===== src/rtl/midi_note_ctrl.sv =====
// midi_note_ctrl: NUM_BTN debounced push-buttons -> MIDI Note On/Off messages on a 31.25 kbaud 8N1 line.
// Optional build macro MIDI_RUNNING_STATUS_EN: omit the status byte when it repeats the last one sent.
module midi_note_ctrl #(
  parameter int unsigned NUM_BTN       = 8,
  parameter int unsigned BAUD_CNT_HALF = 800,
  parameter int unsigned DEBOUNCE_CNT  = 250000,
  parameter int unsigned MIDI_CH       = 0,
  parameter int unsigned BASE_NOTE     = 60,
  parameter int unsigned VEL_ON        = 100,
  parameter int unsigned VEL_OFF       = 64
) (
  input  logic               clk,
  input  logic               rst,
  input  logic [NUM_BTN-1:0] btn,
  output logic [NUM_BTN-1:0] led,
  output logic               midi_tx,
  output logic               busy
);

  localparam int unsigned BIT_LEN = 2 * BAUD_CNT_HALF;
  localparam int unsigned BW      = $clog2(BIT_LEN);
  localparam int unsigned DW      = $clog2(DEBOUNCE_CNT);
  localparam int unsigned IW      = (NUM_BTN > 1) ? $clog2(NUM_BTN) : 1;

  typedef struct packed {
    logic [7:0] status;
    logic [7:0] note;
    logic [7:0] vel;
  } midi_msg_t;

  typedef enum logic [2:0] {S_IDLE, S_LOAD, S_START, S_DATA, S_STOP} state_e;

  // Reject parameter sets that cannot form legal MIDI messages
  if (NUM_BTN < 1 || NUM_BTN > 32 || BASE_NOTE + NUM_BTN - 1 > 127 || DEBOUNCE_CNT < 2 ||
      MIDI_CH > 15 || VEL_ON < 1 || VEL_ON > 127 || VEL_OFF > 127 || BAUD_CNT_HALF < 1) begin : g_param_check
    $error("midi_note_ctrl: illegal parameter set");
  end

  logic [NUM_BTN-1:0] sync1_q, sync2_q, stable_q;
  logic [DW-1:0]      db_cnt_q [NUM_BTN];

  logic [NUM_BTN-1:0] sent_q, sent_d, pend;
  logic               scan_hit, scan_on;
  logic [IW-1:0]      scan_idx;
  midi_msg_t          scan_msg, msg_q, msg_d;

  state_e             state_q, state_d;
  logic [1:0]         byte_idx_q, byte_idx_d;
  logic [2:0]         bit_idx_q, bit_idx_d;
  logic [BW-1:0]      baud_q, baud_d;
  logic               bit_end, skip_status;
  logic [7:0]         cur_byte_d;
  logic               tx_q, tx_d, busy_q, busy_d;

  function automatic logic [7:0] pick_byte(input midi_msg_t m, input logic [1:0] idx);
    case (idx)
      2'd0:    return m.status;
      2'd1:    return m.note;
      default: return m.vel;
    endcase
  endfunction

  // Two-flop synchroniser followed by a per-button stability counter
  always_ff @(posedge clk or negedge rst) begin
    if (!rst) begin
      sync1_q  <= '0;
      sync2_q  <= '0;
      stable_q <= '0;
      for (int i = 0; i < NUM_BTN; i++) db_cnt_q[i] <= '0;
    end else begin
      sync1_q <= btn;
      sync2_q <= sync1_q;
      for (int i = 0; i < NUM_BTN; i++) begin
        if (sync2_q[i] == stable_q[i]) begin
          db_cnt_q[i] <= '0;
        end else if (db_cnt_q[i] == DW'(DEBOUNCE_CNT - 1)) begin
          stable_q[i] <= sync2_q[i];
          db_cnt_q[i] <= '0;
        end else begin
          db_cnt_q[i] <= db_cnt_q[i] + DW'(1);
        end
      end
    end
  end

  // Fixed-priority scan: lowest pending button wins, message formed from its debounced state
  always_comb begin
    pend     = stable_q ^ sent_q;
    scan_hit = 1'b0;
    scan_idx = '0;
    for (int i = NUM_BTN - 1; i >= 0; i--) begin
      if (pend[i]) begin
        scan_hit = 1'b1;
        scan_idx = IW'(i);
      end
    end
    scan_on         = stable_q[scan_idx];
    scan_msg.status = (scan_on ? 8'h90 : 8'h80) | 8'(MIDI_CH);
    scan_msg.note   = 8'(BASE_NOTE) + 8'(scan_idx);
    scan_msg.vel    = scan_on ? 8'(VEL_ON) : 8'(VEL_OFF);
  end

  assign bit_end = (baud_q == BW'(BIT_LEN - 1));

`ifdef MIDI_RUNNING_STATUS_EN
  logic [7:0] last_status_q, last_status_d;
  assign skip_status   = (msg_q.status == last_status_q);
  assign last_status_d = (state_q == S_LOAD && !skip_status) ? msg_q.status : last_status_q;

  // Status byte most recently put on the line (0 = none since reset)
  always_ff @(posedge clk or negedge rst) begin
    if (!rst) last_status_q <= 8'h00;
    else      last_status_q <= last_status_d;
  end
`else
  assign skip_status = 1'b0;
`endif

  // FSM state register
  always_ff @(posedge clk or negedge rst) begin
    if (!rst) state_q <= S_IDLE;
    else      state_q <= state_d;
  end

  // FSM next state: one LOAD cycle, then start/data/stop per byte with no gap
  always_comb begin
    state_d = state_q;
    unique case (state_q)
      S_IDLE:  if (scan_hit) state_d = S_LOAD;
      S_LOAD:  state_d = S_START;
      S_START: if (bit_end) state_d = S_DATA;
      S_DATA:  if (bit_end && bit_idx_q == 3'd7) state_d = S_STOP;
      S_STOP:  if (bit_end) state_d = (byte_idx_q < 2'd2) ? S_START : S_IDLE;
      default: state_d = S_IDLE;
    endcase
  end

  // Datapath next state: message latch, sent flags, bit timer and byte/bit indices
  always_comb begin
    msg_d      = msg_q;
    sent_d     = sent_q;
    byte_idx_d = byte_idx_q;
    bit_idx_d  = bit_idx_q;
    baud_d     = baud_q;
    case (state_q)
      S_IDLE: begin
        if (scan_hit) begin
          msg_d            = scan_msg;
          sent_d[scan_idx] = scan_on;
        end
      end
      S_LOAD: begin
        byte_idx_d = skip_status ? 2'd1 : 2'd0;
        bit_idx_d  = 3'd0;
        baud_d     = '0;
      end
      default: begin
        baud_d = bit_end ? '0 : baud_q + BW'(1);
        if (bit_end) begin
          if (state_q == S_START)     bit_idx_d  = 3'd0;
          else if (state_q == S_DATA) bit_idx_d  = bit_idx_q + 3'd1;
          else                        byte_idx_d = byte_idx_q + 2'd1;
        end
      end
    endcase
  end

  // FSM outputs, computed for the upcoming state so the registered line tracks it exactly
  always_comb begin
    cur_byte_d = pick_byte(msg_d, byte_idx_d);
    busy_d     = (state_d != S_IDLE);
    case (state_d)
      S_START: tx_d = 1'b0;
      S_DATA:  tx_d = cur_byte_d[bit_idx_d];
      default: tx_d = 1'b1;
    endcase
  end

  // Datapath and output registers; reset forces the line idle immediately
  always_ff @(posedge clk or negedge rst) begin
    if (!rst) begin
      msg_q      <= '0;
      sent_q     <= '0;
      byte_idx_q <= 2'd0;
      bit_idx_q  <= 3'd0;
      baud_q     <= '0;
      tx_q       <= 1'b1;
      busy_q     <= 1'b0;
    end else begin
      msg_q      <= msg_d;
      sent_q     <= sent_d;
      byte_idx_q <= byte_idx_d;
      bit_idx_q  <= bit_idx_d;
      baud_q     <= baud_d;
      tx_q       <= tx_d;
      busy_q     <= busy_d;
    end
  end

  assign led     = stable_q;
  assign midi_tx = tx_q;
  assign busy    = busy_q;

endmodule


===== config.mk =====
export PLATFORM = sky130hd
export DESIGN_NAME = midi_note_ctrl
export DESIGN_NICKNAME = d
export VERILOG_FILES = /design/src/rtl/midi_note_ctrl.sv
export SDC_FILE = /design/constraint.sdc
export NUM_CORES = 1
export LEC_CHECK = 0
export ABC_AREA = 1
export CAP_MARGIN = 10
export CORE_MARGIN = 5
export CORE_UTILIZATION = 50
export DETAILED_ROUTE_END_ITERATION = 16
export PLACE_DENSITY = 0.67
export SLEW_MARGIN = 10
export SYNTH_ARGS = -nofsm -noshare
export SYNTH_HDL_FRONTEND = slang
export SYNTH_SLANG_ARGS = --single-unit

===== constraint.sdc =====
create_clock -name clk -period 1.9 [get_ports clk]
set_input_delay 0.475 -clock clk [delete_from_list [all_inputs] [get_ports clk]]
set_output_delay 0.475 -clock clk [all_outputs]
set_load 0.02 [all_outputs]

[After elaboration in Yosys (flattened, before gate mapping)]
Index checks and enable logic that the tools add are counted.
Operators by class
  $add $sub $neg: 12
  order comparisons: 4
  equality and inequality tests: 25
  multiplexer cells: 61
  bitwise operators: 9
  reduce and logical (&&, ||, !) cells: 14
Operator list (number)
  $mux W18: 16
  $add A18 B1 Y18 const B: 8
  $eq A18 B18 Y1 const B: 8
  $mux W24: 2
  $mux W3: 15
  $pmux W11 S2: 1
  $reduce_and A2 Y1: 9
  $pmux W8 S2: 1
  $pmux W3 S5: 1
  $eq A3 B2 Y1 const B: 4
  $add A11 B1 Y11 const B: 1
  $eq A11 B11 Y1 const B: 1
  $mux W1: 11
  $mux W11: 1
  $bwmux W8: 1
  $eq A1 B1 Y1: 8
  $lt A3 B4 Y1 const B: 2
  $mux W2: 4
  $not A1 Y1: 8
  $xor A8 B8 Y8: 1
  $add A6 B3 Y7 const A: 1
  $bmux W1 S3: 2
  $eq A3 B3 Y1 const B: 2
  $mux W6: 1
  15 further kinds: 16
Storage, ports and cells
  register bits after elaboration: 221
  input bits: 10
  output and inout bits: 10
  word-level logic and storage cells: 153

[Longest topological paths before layout]
Gate-level depths: netlist of the first run.
  depth in word-level cells: 18
  gate-level depth with buffers: 22
  depth with buffers taken out: 21

[Least setup slack after synthesis of the first run]
No wires, ideal clock.
  kind: register to register
  start point: reg stable_q[0] (netlist: led[0])
  end point: reg tx_q (netlist: midi_tx)
  library setup time: 0.076 ns
  arrival time: 2.039 ns
  data required time: 1.824 ns
  path slack: -0.215 ns
  stages on the path, launching flop included: 17
  path buffers: 1
  period minus slack after synthesis: 2.115 ns
  cells stage by stage: dfrtp_1 xnor2_2 nand2_2 nor2_4 nor2_4 inv_8 nand2_4 buf_6 or2_4 nand2_1 nand3_1 nand3_1 nand2_1 clkinv_1 nand2_1 nand2_1 nand2_1
RTL lines
  from (decl): RTL line 39  | logic [NUM_BTN-1:0] sync1_q, sync2_q, stable_q;
  from (signal, indexed assignment): RTL line 77  | stable_q[i] <= sync2_q[i];
  to (signal assigned): RTL line 195  | tx_q <= tx_d;
  to (decl): RTL line 53  | logic tx_q, tx_d, busy_q, busy_d;

[Final worst setup path of the first run]
  start point: reg db_cnt_q[72] (netlist name)
  end point: reg db_cnt_q[88] (netlist name)
Between the ends
  word-level cells in the longest chain between the ends: 3
  elaborated cells between the ends (all ways): 4
  classes of those cells: add/sub (1); eq/ne (1); mux (2)
RTL lines
  from (decl): RTL line 40  | logic [DW-1:0] db_cnt_q [NUM_BTN];
  from (signal, indexed assignment): RTL line 80  | db_cnt_q[i] <= db_cnt_q[i] + DW'(1);
  $add A18 B1 Y18 / $eq A18 B18 Y1 (equally long branches): RTL line 80, 76
  $mux W18 (*): RTL line 76  | end else if (db_cnt_q[i] == DW'(DEBOUNCE_CNT - 1)) begin
  $mux W18 (*): RTL line 74  | if (sync2_q[i] == stable_q[i]) begin
Mark *: on every way between the ends. The rest lies on a longest branch, timed or not.
A chain may end at the register's enable or synchronous reset.

==> results of run 1 <==
==> cell usage in the layout (no fill, tap or decap), types with 17 or more instances in the layout <==
| cell | n |
|---|---|
| o21ai_0 | 17 |
| inv_1 | 160 |
| nor2_1 | 122 |
| clkbuf_16 | 25 |
| nor3_1 | 52 |
| nor3_2 | 22 |
| nand4_1 | 34 |
| nor3b_1 | 18 |
| nor2_2 | 36 |
| xor2_1 | 27 |
| buf_6 | 30 |
| a21oi_1 | 45 |
| dfrtp_1 | 214 |
| nand2_2 | 30 |
| nand2_1 | 153 |
| nand3_1 | 34 |
| nor2_4 | 22 |
| inv_2 | 32 |
| nand3_2 | 18 |
| buf_4 | 298 |
==> through the flow <==
| stage | area [µm²] | setup slack, ns | hold WS, ns | instances |
|---|---|---|---|---|
| floorplan | 10850 | -0.1629 | 0.1794 | 1249 |
| global placement | 13090 | -0.2746 | 0.3329 | 1759 |
| detailed placement | 13090 | -0.3710 | 0.3347 | 1759 |
| CTS | 14860 | -0.2208 | 0.3481 | 1878 |
| global route | 16010 | -0.4714 | 0.3599 | 1914 |
| finish | 16010 | -0.3172 | 0.3466 | 1914 |
==> synthesized netlist by cell type, types with 2 or more instances <==
library cell	number
o21ai_2	3
nor2_1	167
nand2_1	186
xor2_1	27
a21oi_1	56
inv_2	4
nor3_2	2
buf_4	2
o41ai_1	4
nor2_4	4
mux2_2	6
nand3_2	2
a221oi_1	3
clkbuf_1	4
nor3_1	81
nand2_4	2
a22oi_1	2
nand4_1	34
ha_1	11
inv_1	187
dfrtp_1	220
nand3b_1	3
nor2_2	9
xnor2_1	16
o21ai_0	35
a31oi_1	13
nor3b_2	3
buf_6	2
o22ai_1	2
nand3_1	64
o21a_1	11
nor4_1	30
nor3b_1	30
nand2_2	2
clkinv_1	3
==> kinds of logic (layout without fill, tap and decap cells) <==
kind of cell | Yosys count | in the layout | synth area share (%)
multiplexers | 6 | 6 | 0.6307
adder cells (fa/ha/maj) | 11 | 11 | 1.285
AND/OR/NAND/NOR | 626 | 626 | 27.74
XOR/XNOR | 44 | 44 | 3.668
flip-flops | 221 | 221 | 51.64
buffers and inverters | 203 | 593 | 7.394
AO/OA/AOI/OAI | 138 | 138 | 7.640
==> registers in the layout, summed over array words and instances (netlist names) <==
register	count
db_cnt_q	144
sync2_q	8
sync1_q	8
led	8
busy	1
bit_idx_q	3
state_q	3
msg_q	24
byte_idx_q	2
midi_tx	1
sent_q	8
baud_q	11
==> worst max-delay path, stage by stage (launching register included) <==
cell     delay (ns)
dfrtp_1        0.38
buf_6          0.11
ha_4           0.14
nand3_4        0.09
nor3_4         0.14
inv_1          0.07
nor2_2         0.14
inv_2          0.07
nor2_4         0.10
inv_2          0.05
nor3_2         0.18
nand3_1        0.15
nor2_2         0.17
inv_1          0.07
nor3_2         0.18
nor3_1         0.07
==> repair_timing <==
| item | CTS | global route |
|---|---|---|
| gates resized for setup | 125 | 234 |
| endpoints found under the setup margin | 58 | 87 |
| hold buffers | 1 | 0 |
| hold endpoints to repair | 39 | 0 |
| pin swaps | 55 | 108 |
| gates cloned | 0 | 1 |
| setup buffers | 75 | 60 |
==> final timing paths <==
kind,startpoint,to
worst min register to register,sync1_q[6],sync2_q[6]
worst min-delay path,sync1_q[6],sync2_q[6]
worst max-delay path,db_cnt_q[72],db_cnt_q[88]
worst max register to register,db_cnt_q[72],db_cnt_q[88]
max in group asynchronous,rst,midi_tx
min in group asynchronous,rst,db_cnt_q[10]
==> metal layers <==
layer,vias to the layer above,share of wire (%),global-route usage (%)
met4,0,2.2,5.165
met1,4905,43,26.72
met2,131,53,37.47
li1,4882,-,-
met5,-,0,0
met3,55,2.7,2.848
==> power by group through the flow <==
stage / Sequential (mW) / Clock (mW) / Combinational, mW
after floorplan: 4.89 / 0 / 0.128
after global placement: 4.89 / 0 / 0.355
after detailed placement: 4.89 / 0 / 0.364
after CTS: 4.81 / 4.59 / 0.388
after global routing: 4.83 / 4.79 / 0.489
final: 4.82 / 4.49 / 0.437
==> cell type report <==
class | count | area share (%)
Tap cell | 275 | 2.149
Sequential cell | 221 | 34.60
Clock inverter | 8 | 0.2657
Timing Repair Buffer | 353 | 17.95
Clock buffer | 37 | 4.502
Inverter | 195 | 4.619
Multi-Input combinational cell | 825 | 35.92
==> metrics.yaml, run 1 <==
run_status:
  violations: "setup timing"
  status: "finished, violations left"
power:
  peakVddDrop_v: 0.0006111
  switching_power_mw: 2.179
  pwr_density_cell_nw_per_um2: 609.0
  seqPwrFrac_pct: 49.5
  power_leakage_nw: 7.370
  total_power_mw: 9.749
  internal-power_mw: 7.571
  combPwrFrac_pct: 4.5
  power_frac_clock_pct: 46.0
  netSwitchingFraction_pct: 22.35
global_route:
  gr-total-overflow: 0
  grt_pass1_wl_mm: 43.60
  grt_max_degree: 47
  antenna_found_initial: 0
  grtUsageTotal_pct: 20.86
  grt_pass1_vias: 9862
synthesis:
  synth_area_um2: 10710
  syn_area_per_cell_um2: 8.576
  synth.distinct_cells: 54
  synth_top_area_share_pct: 51.40
  synthesis.nets: 1270
  synth_edf_count: 0
  synthArstFlopShare_pct: 100.0
  yosysSeqAreaShare_pct: 51.64
  ys_seq_elements: 221
  synthFlopType: "dfrtp_1"
  yosysTopAreaCell: "dfrtp_1"
  synth_cells: 1249
  yosysWarningCount: 0
  netlist_top_cells_area: "dfrtp_1 (51%), inv_1 (6.6%), nand2_1 (6.5%)"
critical_path:
  critPathMaxFanout: 2
  cp-start-kind: "flop"
  crit_required_ns: 2.29
  reg2reg_setup_slack_ns: -0.32
  endpoint_kind: "flop"
  worstRegToRegCells: 15
  arrival_ns: 2.61
  criticalPathCategory: "flop to flop"
cells_and_area:
  drive_gt1_share_pct: 40.57
  n_antenna_cell: 0
  nets: 1642
  finish.utilization_pct: 75.91
  syn2layout_area_growth_pct: 49.45
  seq_area_um2: 5539
  multi_input_area_um2: 5749
  nFillCells: 1419
clock_network:
  cts_tree: "built"
  cts_inserted_buffers: 25
  htree_levels: 1
  clock_insertion_delay_worst_skew_ns: 0.51
  path_clk_slew_ns: 0.06
  root_buffer: "clkbuf_16"
  clock_path_buffers: 3
  cts.sinks: 221
drt:
  drt_iter0_markers: 426
  antenna_left: 0
  vias: 9973
  via_per_inst: 5.211
  firstDrtPassIters: 5
  wl_per_cell_um: 14.41
  drc: 0
  routed_wl_mm: 27.58
placement:
  port_buffers: 19
  dp_hpwl_mm: 16.59
  gp_congestion: 0.8402
sta:
  post-route-period-util_pct: 116.7
  finalSetupViolations: 34
  worst_slew_margin_rel_pct: 70.23
  maxSlewViolCount: 0
  fin_skew_ns: 0.007793
  tightest_slew_ns: 0.4431
  setup_slack_ns: -0.3172
  finalCriticalPeriod_ns: 2.217
  fmax_mhz: 451.0
  tns_ns: -4.308
  hold_violations: 0
  rsz0062_at_grt: "true"
run:
  drv_cap: 0
floorplanning:
  core_area_um2: 21090
  initial_core_util_pct: 50.80
  fp.dieW_um: 156.4
  num_rows: 53
  die_area_um2: 24450
  io_pins: 20
  die_h_um: 156.4
worst_hold_path:
  worstHoldPathType: "flop to flop"
  min_path_cells: 0
Power figures use the tool's default switching activity.
==> run 2, diff against run 1 <==
CTS_CLUSTER_DIAMETER = 40   (was not set)
==> metrics.yaml, run 2 (synthesis gave the netlist of run 1 again) <==
floorplanning:
  core_area_um2: 21090  # unchanged
  num_rows: 53  # unchanged
  die_area_um2: 24450  # unchanged
  initial_core_util_pct: 50.80  # unchanged
  die_h_um: 156.4  # unchanged
  io_pins: 20  # unchanged
  fp.dieW_um: 156.4  # unchanged
sta:
  setup_slack_ns: -0.3720  # -0.05475 ns
  fin_skew_ns: 0.01358  # +0.005783 ns
  post-route-period-util_pct: 119.6  # +2.9 points
  worst_slew_margin_rel_pct: 62.83  # -7.4 points
  finalCriticalPeriod_ns: 2.272  # +0.05475 ns
  hold_violations: 0  # unchanged
  rsz0062_at_grt: "true"
  tightest_slew_ns: 0.5504  # +0.1073 ns
  finalSetupViolations: 48  # +41%
  maxSlewViolCount: 0  # unchanged
  fmax_mhz: 440.2  # -2.4%
  tns_ns: -6.342  # -2.034 ns
drt:
  drc: 0  # unchanged
  vias: 10291  # +3.2%
  via_per_inst: 5.294  # +1.6%
  firstDrtPassIters: 5  # unchanged
  wl_per_cell_um: 15.27  # +6.0%
  antenna_left: 0  # unchanged
  routed_wl_mm: 29.69  # +7.6%
  drt_iter0_markers: 586  # +38%
clock_network:
  root_buffer: "clkbuf_16"
  htree_levels: 2  # +1
  cts_tree: "built"
  cts.sinks: 221  # unchanged
  path_clk_slew_ns: 0.06  # about the same
  clock_insertion_delay_worst_skew_ns: 0.51  # about the same
  cts_inserted_buffers: 37  # +48%
  clock_path_buffers: 3  # unchanged
cells_and_area:
  nFillCells: 1315  # -7.3%
  syn2layout_area_growth_pct: 54.88
  final_common_cell: "buf_4"
  top_register: "db_cnt_q"
  n_antenna_cell: 0  # unchanged
  top_regs: "db_cnt_q x144, msg_q x24, baud_q x11"
  largest_register_ffs: 144  # unchanged
  layout_common_cells: "buf_4 (305), dfrtp_1 (214), inv_1 (158), nand2_1 (155), nor2_1 (124)"
  nets: 1662  # +1.2%
  drive_gt1_share_pct: 41.52  # +0.95 points
global_route:
  grtUsageTotal_pct: 21.64  # +0.77 points
  grt_pass1_wl_mm: 44.81  # +2.8%
  gr-total-overflow: 0  # unchanged
  grt_max_degree: 47  # unchanged
  antenna_found_initial: 0  # unchanged
  grt_pass1_vias: 10039  # +1.8%
critical_path:
  crit_end: "db_cnt_q[34]"
  rr_endpoint: "db_cnt_q[34]"
  endpoint_kind: "flop"
  criticalPathCategory: "flop to flop"
  worstRegToRegCells: 15  # unchanged
  critPathMaxFanout: 4  # +2
  reg2reg_from: "db_cnt_q[18]"
  cp-startpoint: "db_cnt_q[18]"
  crit_required_ns: 2.32  # +0.03 ns
  reg2reg_setup_slack_ns: -0.37  # -0.05 ns
  arrival_ns: 2.69  # +0.08 ns
  cp-start-kind: "flop"
power:
  pwr_density_cell_nw_per_um2: 750.0  # +23%
  netSwitchingFraction_pct: 21.89  # -0.46 points
  total_power_mw: 12.44  # +28%
  power_frac_clock_pct: 57.4  # +11 points
  seqPwrFrac_pct: 38.9  # -11 points
  internal-power_mw: 9.719  # +28%
  switching_power_mw: 2.723  # +25%
  combPwrFrac_pct: 3.8  # -0.7 points
  power_leakage_nw: 7.689  # +4.3%
  peakVddDrop_v: 0.001268  # +110%
run_status:
  violations: "setup timing"
  status: "finished, violations left"
placement:
  dp_hpwl_mm: 16.59  # unchanged
  pre_cts_ws_ns: -0.3710  # unchanged
  gp_congestion: 0.8402  # unchanged
  port_buffers: 19  # unchanged
worst_hold_path:
  hp-start: "sync1_q[2]"
  min_path_cells: 0  # unchanged
  worstHoldPathType: "flop to flop"
run:
  drv_cap: 0  # unchanged
-- run 2: changes by cell type in the layout (fill, tap and decap cells not counted), sizes merged --
cell | before | now
buf | 334 | 342
clkbuf | 38 | 45
bufinv | 0 | 6
clkinvlp | 1 | 6
inv | 193 | 198
clkdlybuf4s15 | 6 | 5
clkinv | 9 | 8
dlygate4sd2 | 3 | 4
-- run 2: area by class of cell --
| type | instances | area, µm² | share of cell area [%] |
|---|---|---|---|
| inverter | 195 | 739.5 | 4.457 |
| timing repair buffer | 361 | 2934 | 17.69 |
| multi-input combinational | 825 | 5692 | 34.31 |
| clock buffer | 44 | 1035 | 6.237 |
| tap | 275 | 344.1 | 2.074 |
| sequential | 221 | 5539 | 33.39 |
| clock inverter | 23 | 306.5 | 1.848 |
-- run 2: what timing repair did --
action	CTS	global route
endpoints found under the setup margin	59	90
pin swaps	43	99
hold buffers	1	0
endpoints found under the hold margin	39	0
resized for setup	105	235
setup buffers	64	70
-- run 2: worst min path at each step --
| stage | slack (ns) | endpoint |
|---|---|---|
| 6_report | 0.34 | sync2_q[2] |
| 4_1_cts | 0.35 | sync2_q[6] |
| 3_3_place_gp | 0.33 | sync2_q[1] |
| 2_1_floorplan | 0.18 | baud_q[0] |
| 3_5_place_dp | 0.33 | sync2_q[6] |
| 5_1_grt | 0.36 | sync2_q[2] |
-- run 2: worst max-delay path, cell delays in order (launching register included) --
cell and delay, ns:
dfrtp_1 0.42, ha_4 0.18, nand3_4 0.09, nor3_4 0.14, inv_1 0.08, nor2_2 0.16, inv_2 0.07, nor2_4 0.12
inv_2 0.05, nor2_4 0.09, inv_2 0.05, nor3_2 0.11, nand3_1 0.13, nor2_2 0.19, a31oi_1 0.10, nor3_1 0.20
-- run 2: stage by stage --
| step | hold WS [ns] | cells | area [µm²] | util [%] |
|---|---|---|---|---|
| global placement | 0.3329 | 1759 | 13090 | 62.09 |
| detailed placement | 0.3347 | 1759 | 13090 | 62.09 |
| finish | 0.3428 | 1944 | 16590 | 78.67 |
| global route | 0.3557 | 1944 | 16590 | 78.67 |
| CTS | 0.3466 | 1890 | 15300 | 72.55 |
| floorplan | 0.1794 | 1249 | 10850 | - |
-- run 2: power by group through the flow --
stage	clock (mW)	combinational [mW]	sequential [mW]
after floorplan	0	0.128	4.89
after global placement	0	0.355	4.89
after detailed placement	0	0.364	4.89
after CTS	7.24	0.389	4.82
after global routing	7.47	0.524	4.84
final	7.14	0.469	4.83
-- run 2: routing by layer --
metal	track usage [%]	vias up	part of all wire (%)
met5	0	-	0
met4	6.322	0	2.6
met3	3.567	79	3.4
met2	38.43	225	53
met1	27.27	5042	41
li1	-	4945	-
